## config.mk

```make
export PLATFORM = sky130hd
export DESIGN_NAME = load_store_unit
export DESIGN_NICKNAME = d
export VERILOG_FILES = /design/src/rtl/load_store_unit.sv
export SDC_FILE = /design/constraint.sdc
export NUM_CORES = 1
export LEC_CHECK = 0
export CAP_MARGIN = 20
export CORE_ASPECT_RATIO = 1.25
export CORE_MARGIN = 8
export CORE_UTILIZATION = 40
export DETAILED_ROUTE_END_ITERATION = 16
export PLACE_DENSITY = 0.66
export SYNTH_ARGS = -nofsm -noshare
export SYNTH_HDL_FRONTEND = slang
export SYNTH_SLANG_ARGS = --single-unit
export TNS_END_PERCENT = 100
```

## constraint.sdc

```tcl
create_clock -name clk -period 2.45 [get_ports clk]
set_input_delay 0.49 -clock clk [delete_from_list [all_inputs] [get_ports clk]]
set_output_delay 0.49 -clock clk [all_outputs]
set_load 0.05 [all_outputs]
```

## src/rtl/load_store_unit.sv

```systemverilog
// load_store_unit: RV32I load/store initiator for a word-only data memory.
// Loads extract and extend a lane; SB/SH do read-modify-write of the whole word.
module load_store_unit #(
    parameter int MEM_WORDS = 64
) (
    input  logic        clk,
    input  logic        reset,
    input  logic        req_valid,
    output logic        req_ready,
    input  logic        req_is_store,
    input  logic [2:0]  req_funct3,
    input  logic [31:0] req_address,
    input  logic [31:0] req_write_data,
    output logic        resp_valid,
    input  logic        resp_ready,
    output logic [31:0] resp_read_data,
    output logic        resp_error,
    output logic [31:0] mem_address,
    output logic [31:0] mem_write_data,
    output logic        mem_write_enable,
    input  logic [31:0] mem_read_data
);
    typedef enum logic [1:0] {IDLE, READ, WRITE, RESP} state_t;
    state_t state, next_state;
    logic [31:0] addr_q, data_q, word_q, rdata_q;
    logic [2:0]  funct3_q;
    logic        store_q, err_q, req_err;
    logic [4:0]  lane_shift;
    logic [31:0] shifted, load_val, lane_mask, merged;

    always_comb begin
        req_err = (req_funct3 == 3'b011) || (req_funct3[2:1] == 2'b11)
               || (req_funct3[2] && req_is_store)
               || (req_funct3[1:0] == 2'b01 && req_address[0])
               || (req_funct3[1:0] == 2'b10 && req_address[1:0] != 2'b00)
               || ({2'b00, req_address[31:2]} >= 32'(MEM_WORDS));
    end

    // Halfwords are 2-byte aligned, so a byte-granular shift also selects the half lane.
    always_comb begin
        lane_shift = {addr_q[1:0], 3'b000};
        shifted    = mem_read_data >> lane_shift;
        load_val   = funct3_q == 3'b000 ? {{24{shifted[7]}}, shifted[7:0]}
                   : funct3_q == 3'b001 ? {{16{shifted[15]}}, shifted[15:0]}
                   : funct3_q == 3'b100 ? {24'b0, shifted[7:0]}
                   : funct3_q == 3'b101 ? {16'b0, shifted[15:0]}
                   : shifted;
        lane_mask  = funct3_q[0] ? 32'h0000_FFFF : 32'h0000_00FF;
        merged     = (mem_read_data & ~(lane_mask << lane_shift))
                   | ((data_q & lane_mask) << lane_shift);
    end

    always_ff @(posedge clk) begin
        if (reset) state <= IDLE;
        else       state <= next_state;
    end

    always_comb begin
        next_state = state;
        case (state)
            IDLE:  next_state = !req_valid ? IDLE
                              : req_err ? RESP
                              : (req_is_store && req_funct3 == 3'b010) ? WRITE
                              : READ;
            READ:  next_state = store_q ? WRITE : RESP;
            WRITE: next_state = RESP;
            RESP:  next_state = resp_ready ? IDLE : RESP;
            default: next_state = IDLE;
        endcase
    end

    always_ff @(posedge clk) begin
        if (reset) begin
            addr_q   <= '0;
            data_q   <= '0;
            word_q   <= '0;
            rdata_q  <= '0;
            funct3_q <= '0;
            store_q  <= 1'b0;
            err_q    <= 1'b0;
        end else if (state == IDLE && req_valid) begin
            addr_q   <= req_address;
            data_q   <= req_write_data;
            funct3_q <= req_funct3;
            store_q  <= req_is_store;
            err_q    <= req_err;
            rdata_q  <= '0;
        end else if (state == READ) begin
            if (store_q) word_q  <= merged;
            else         rdata_q <= load_val;
        end
    end

    // Write strobe is gated by reset so a reset landing in WRITE suppresses the write.
    always_comb begin
        req_ready        = state == IDLE;
        resp_valid       = state == RESP;
        resp_read_data   = state == RESP ? rdata_q : '0;
        resp_error       = state == RESP && err_q;
        mem_address      = state == IDLE ? '0 : {2'b00, addr_q[31:2]};
        mem_write_enable = state == WRITE && !reset;
        mem_write_data   = state != WRITE ? '0 : funct3_q == 3'b010 ? data_q : word_q;
    end
endmodule

```

=== After elaboration in Yosys (flattened, before gate mapping) ===
Cells that the tools add are included.

* Flip-flop bits (word level): 135
* Logic and storage cells: 65

* Order comparisons: 1
* Bitwise operators: 6
* Eq/ne operators: 13
* Shifts and indexed selects: 3
* Multiplexer cells: 15
* Reduce and logical (&&, ||, !) cells: 19

{| class="wikitable"
|+ Operator list
! operator !! count
|-
| 2-to-1 mux 32 bit || 7
|-
| AND 32 x 16 -> 32 bit || 1
|-
| AND 32 bit || 1
|-
| NOT 32 bit || 1
|-
| bitwise OR 32 bit || 1
|-
| << shifter 16 x 5 -> 32 bit || 1
|-
| << shifter 32 x 5 -> 32 bit || 1
|-
| >> shifter 32 x 5 -> 32 bit || 1
|-
| greater-or-equal comparator 30 x 7 -> 1 bit (second input constant) || 1
|-
| 2-to-1 mux 30 bit || 1
|-
| 2-to-1 mux 16 bit || 1
|-
| == test 3 x 2 -> 1 bit (second input constant) || 3
|-
| == test 2 bit (second input constant) || 4
|-
| 2-to-1 mux 2 bit || 4
|-
| one-hot mux 2 bit (4 select lines) || 1
|-
| logical AND 1 bit || 7
|-
| == test 3 bit (second input constant) || 2
|-
| logical OR 1 bit || 5
|-
| == test 2 x 1 -> 1 bit (second input constant) || 2
|-
| == test 3 x 1 -> 1 bit (second input constant) || 1
|-
| zero test 3 bit || 1
|-
| AND reduction 3 bit || 1
|-
| zero test 2 bit || 1
|-
| inequality test 2 bit (second input constant) || 1
|-
| 6 further kinds || 7
|}

=== Depth between registers and ports, before layout ===
Gate-level depths: netlist (run 1).

* Word-level depth: 9
* Mapped depth: 7
* Gate-level depth less buffers: 4

=== Least setup slack after synthesis (run 1) ===
No wires, ideal clock.

* Path kind: register to output
* Start: register funct3_q[2]
* End: output mem_write_data[0]
* Slack: 99 ps
* Arrival: 1861 ps
* Required time: 1960 ps
* Stages on the path, launching flop included: 7
* Path buffers: 2
* Cells stage by stage: dfxtp_1 nor2_1 and2_1 clkbuf_1 clkbuf_1 nand2_1 a21oi_1

* Cells in the longest elaborated chain, start to end: 3

{| class="wikitable"
|+ Ends and longest elaborated chain
! element !! line !! text
|-
| start, declared || 26 || <nowiki>logic [2:0] funct3_q;</nowiki>
|-
| start signal, assigned || 84 || <nowiki>funct3_q <= req_funct3;</nowiki>
|-
| == test 3 x 2 -> 1 bit || 102 || <nowiki>mem_write_data = state != WRITE ? '0 : funct3_q == 3'b010 ? data_q : word_q;</nowiki>
|-
| 2-to-1 mux 32 bit (2 in series) || 102 ||
|-
| end, declared || 19 || <nowiki>output logic [31:0] mem_write_data,</nowiki>
|}

No other way between the ends.

=== Worst setup path after layout (run 1) ===
* Start: register funct3_q[2]
* End: output mem_write_data[14]

The elaborated chain is that of the path after synthesis.

==> results.md, run 1 <==
* Worst skew pair latency at 0.42 ns
* Slew headroom at 0.562
* Max frequency at 425 MHz
* Grt total ovfl at 0
* Placed wire-length estimate at 18300 um
* Total Wirelength at approximately 25000 um
* Master cell of the clock root buffer: clkbuf_16
* Post-route setup slack at 0.0944 ns
* Type of element capturing the critical path: output pin
* Warnings from Yosys at 0
* Post-synthesis instance total at 950
* Comb power frac at 0.249
* PwrDens at 652 nW/um^2
* Largest driver fanout on the critical path at 32
* Crit path kind: reg -> out
* Via count normalized by instance count at 5.52
* Clock-pin transition on the worst setup and hold timing paths at 0.05 ns
* Number of top-level pins at just over 200
* Post-layout nets at 1202
* Register bit count reported by yosys at 135
* Static Leak at 3.75 nW
* Commonest non-fill, non-tap cells in the layout: nand2_1, dfxtp_1, a21oi_1
* TritonCTS buffer count at 17
* Clock tree from TritonCTS: yes
* Most common cell after layout, fill and taps aside: nand2_1
* Vias in the first global route at just under 7000
* Final worst path period need at approximately 2.4 ns
* Net switching power at around 2.2 mW
* Via count at 7367
* Transition at the pin with the smallest max-transition slack at approximately 0.65 ns
* Initial core utilization at 0.407
* Share of the cycle needed by the critical path after routing at 0.961
* Startpoint type of the worst setup path: register
* Die Span Y at 165 um
* Total of hold buffers inserted after clock tree synthesis at 0
* Rows at 54
* Number of DRC markers after the initial detailed-route iteration at 751
* Worst hold path depth at 2
* Buffers on Ports at 201
* Avg WL per Cell at 18.9 um
* Sequential cell area fraction in the yosys report at 0.381
* Growth of design area from synthesis to finish at 48.0%
* Depth of the CTS H-tree at 4
* Net switching fraction of the power at 0.320
* First-pass DRT Iterations at 5
* Slew Limit Fails at 0
* ANT nets after route at 0
* Min-Delay Path Class: reg -> reg
* Die area at between 20000 and 25000 um^2
* Hold Crit Start: addr_q[24]
* Result of the run: completed
* Global-route total usage across every layer at 0.220
* Setup Skew at ~0.009 ns
* Start of the worst register-to-register path: state[0]
* CP Launch Point: funct3_q[2]
* Maximum Capacitance Violations at 0
* Pin count of the biggest net entering global routing at 104
* Maximum clock path buffer count at 2
* Placeable Area at 17400 um^2
* Antenna diode count at 0
* Seq pwr share at 0.369
* Number of antenna violations at the first check in global routing at 0
* Final weighted congestion in routability-driven placement at 0.924
* Asr flop ratio synth at 0
* Number of clock sinks at 135
* Signal arrival time at the worst endpoint at between 1.5 and 2 ns
* Setup repair after global routing missed its margin: false
* Total chip power at slightly below 7 mW
* Number of failing setup endpoints in the final timing report at 0
* DP Worst Slack at around 0.23 ns
* Main flop type after synthesis: dfxtp_1
* Fraction of final layout cells with drive strength greater than 1 at 0.197
* Worst ir drop on vdd at 407 uV
* Count of unique library cells instantiated by Yosys at 46
* Post-synthesis instance area at 7100 um^2
* Final hold viol count at 0
* Mean post-synth cell area at 7.48 um^2
* Total setup buffers inserted after CTS at 0
* Portion of total power attributed to the clock network at 0.382
* Internal portion of total power at 4.66 mW
* Cell count of the worst reg-to-reg path at 5
* First-pass GRT wire length at 38400 um
* Die Span X at 135 um
* DRC viols at 0
* Sum Neg Setup Slack at 0 ns
* WP data required at roughly 2 ns
* EDFF count, synth at 0
timing repair:
item / in CTS / in global routing
setup endpoints to repair: 0 / 22
hold endpoints to repair: 0 / 0
gates resized for setup: 0 / 18
stage by stage:
stage	utilization	std cells	hold WS, ns	cell area [um^2]
floorplan	-	951	0.432	7110
global placement	0.564	1303	0.437	9840
detailed placement	0.564	1303	0.442	9840
CTS	0.599	1335	0.450	10400
global route	0.603	1335	0.466	10500
finish	0.603	1335	0.447	10500
cell type report:
class	instances	area [um^2]
Clock inverter	10	116
Timing Repair Buffer	223	2870
Fill cell	1576	6920
Multi-Input combinational cell	721	4050
Tap cell	224	280
Sequential cell	135	2710
Clock buffer	22	494
synth_stat cells, types with 8 or more instances:
library cell    n  area [um^2]
nor2b_1        32          200
nor2_1         37          139
o211ai_1       41          308
a221o_1         9         90.1
a311oi_1        8         70.1
buf_2          24          120
dfxtp_1       135         2700
nor3_1         19         95.1
o211ai_2       12          150
and3_1         33          206
a22oi_1         9         67.6
a21oi_1       144          721
clkbuf_1       59          221
mux2i_1        23          230
a21oi_2         8         70.1
o21ai_0        20          100
nand2_1       257          965
power groups by stage:
stage	Sequential, mW	Combinational, mW	Clock, mW
CTS	2.52	1.69	2.66
detailed placement	2.57	1.68	0
finish	2.53	1.71	2.62
global placement	2.56	1.67	0
global route	2.55	1.84	2.74
floorplan	2.51	1.10	0
cells by family (layout without fill, tap and decap cells):
logic type             after synthesis  in the layout  share of synthesized area
buffers and inverters               95            255                     0.0613
AOI/OAI and AO/OA                  279            279                      0.254
muxes                               31             31                     0.0467
DFF                                135            135                      0.381
and+or+nand+nor                    409            409                      0.257
other                                1              2                   0.000528
per-layer routing:
metal / vias up / wire length, um / track usage
met5: - / 0 / 0
met2: 293 / 11800 / 0.349
li1: 3589 / - / -
met4: 0 / 592 / 0.0769
met1: 3447 / 10600 / 0.272
met3: 38 / 2230 / 0.0752
sequential cells by signal, indices dropped and copies added (netlist names):
signal and flops:
state 2, addr_q 32, store_q 1, rdata_q 32
funct3_q 3, data_q 32, err_q 1, word_q 32
worst paths after layout:
kind | slack, ns | to
setup / recovery | 0.09 | mem_write_data[14]
hold / removal | 0.45 | addr_q[24]
setup reg to reg | 0.44 | rdata_q[7]
hold reg to reg | 0.45 | addr_q[24]
worst max-delay path, cell delays in order, from the launching register on:
cell,delay [ns]
dfxtp_1,0.38
nor2_1,0.16
and2_1,0.19
buf_12,0.20
nand2_1,0.10
a21oi_2,0.24
buf_12,0.17
(Power assumes the default switching activity.)
==> run 2: changes to the inputs <==
clock period = 2.7 ns   (was 2.45 ns; I/O delays follow)
==> results.md, run 2 (synthesis results as in run 1) <==
* Clock tree from TritonCTS: yes
* Placed wire-length estimate at 18000 um
* First-pass GRT wire length at 38600 um
* Total placed cells including tap cells at 1301
* Maximum clock path buffer count at 2
* Pin count of the biggest net entering global routing at 104
* Rows at 54
* Total chip power at 5.98 mW
* Buffers on Ports at 201
* Total of hold buffers inserted after clock tree synthesis at 0
* Slew Limit Fails at 0
* Grt total ovfl at 0
* Largest driver fanout on the critical path at 32
* Number of failing setup endpoints in the final timing report at 0
* TritonCTS buffer count at 17
* Worst ir drop on vdd at 388 uV
* Fraction of final layout cells with drive strength greater than 1 at 0.174
* Number of antenna violations at the first check in global routing at 0
* Post-layout nets at 1200
* Placeable Area at 17400 um^2
* Die Span X at 135 um
* CP max stage cell: dfxtp_1
* Maximum Capacitance Violations at 0
* First-pass DRT Iterations at 5
* Via count at 7302
* Internal portion of total power at between 4 and 5 mW
* PwrDens at 578 nW/um^2
* Final hold viol count at 0
* Cell mode on critical path: buf_12
* Vias in the first global route at approximately 7100
* Number of DRC markers after the initial detailed-route iteration at 630
* Final worst path period need at 2.45 ns
* Master cell of the clock root buffer: clkbuf_16
* Total Wirelength at 24700 um
* Setup repair after global routing missed its margin: false
* Cell-by-cell listing of the critical path: nor2_1, and2_1, buf_12, nand2_1, a21oi_1, buf_12
* Static Leak at about 3.7 nW
* Die Span Y at approximately 160 um
* Commonest non-fill, non-tap cells in the layout: nand2_1, a21oi_1, dfxtp_1
* Net switching power at 1.91 mW
* Number of top-level pins at 204
* Max frequency at 409 MHz
* Comb power frac at 0.253
* Sum Neg Setup Slack at 0 ns
* Total setup buffers inserted after CTS at 0
* Slew headroom at 0.502
* Share of the cycle needed by the critical path after routing at 0.906
* Clock-pin transition on the worst setup and hold timing paths at ~0.05 ns
* Seq pwr share at 0.384
* Net switching fraction of the power at 0.320
* Setup Skew at 0.00657 ns
* Largest stage delay on the critical path at between 0.3 and 0.4 ns
* Portion of total power attributed to the clock network at 0.363
* Final weighted congestion in routability-driven placement at 0.955
* Min-Delay Path Class: reg -> reg
* DRC viols at 0
* Global-route total usage across every layer at 0.220
* Transition at the pin with the smallest max-transition slack at 0.745 ns
* WP data required at between 2 and 2.5 ns
* Crit path kind: reg -> out
* Die area at 22300 um^2
* Startpoint type of the worst setup path: register
* Result of the run: completed
* Initial core utilization at 0.407
* Worst skew pair latency at 0.43 ns
* Antenna diode count at 0
* Via count normalized by instance count at around 5.5
* Most common cell after layout, fill and taps aside: nand2_1
* Avg WL per Cell at about 19 um
* ANT nets after route at 0
* Type of element capturing the critical path: output pin
* Post-cts resize count at 0
* Count of non-filler cells in the finished layout at 1328
* Signal arrival time at the worst endpoint at 1.91 ns
* Depth of the CTS H-tree at 4
* Growth of design area from synthesis to finish at 45.6%
* Number of clock sinks at ~140
[run 2: through the flow]
step / cell area [um^2] / setup WS (ns) / util / hold slack [ns]
4_1_cts: 10300 / 0.245 / 0.593 / 0.449
3_3_place_gp: 9810 / 0.441 / 0.563 / 0.437
5_1_grt: 10300 / 0.166 / 0.593 / 0.464
3_5_place_dp: 9810 / 0.370 / 0.563 / 0.442
2_1_floorplan: 7110 / 0.299 / - / 0.432
6_report: 10300 / 0.254 / 0.593 / 0.449
[run 2: path summary, 6_finish.rpt]
check	from	to	slack (ns)	cells after the start
worst max-delay path	funct3_q[2]	mem_write_data[26]	0.25	6
worst max register to register	addr_q[0]	word_q[23]	0.70	5
worst min register to register	addr_q[7]	addr_q[7]	0.45	2
worst min-delay path	addr_q[7]	addr_q[7]	0.45	2
[run 2: worst max-delay path, delay by kind of cell (launching register included)]
kind,cells,cell delay (ns)
buffers and inverters,2,0.38
AO/OA/AOI/OAI,1,0.28
flip-flops,1,0.38
AND/OR/NAND/NOR,3,0.42
[run 2: cell type report]
class / instances / area (um^2)
Tap cell: 224 / 280
Sequential cell: 135 / 2700
Multi-Input combinational cell: 721 / 3980
Clock buffer: 23 / 488
Timing Repair Buffer: 221 / 2840
Fill cell: 1616 / 7090
Clock inverter: 4 / 47.5
[run 2: per-layer routing]
metal / track usage / share of wire / wire length (um)
met3: 0.0743 / 0.089 / 2190
met5: 0 / 0 / 0
met2: 0.349 / 0.47 / 11700
met1: 0.273 / 0.41 / 10300
met4: 0.0789 / 0.023 / 580
[run 2: power by group through the flow]
stage,logic [mW],registers [mW],clock network (mW)
3_5_place_dp,1.51,2.33,0
6_report,1.51,2.30,2.17
5_1_grt,1.65,2.32,2.28
4_1_cts,1.51,2.29,2.20
3_3_place_gp,1.50,2.33,0
2_1_floorplan,0.995,2.28,0
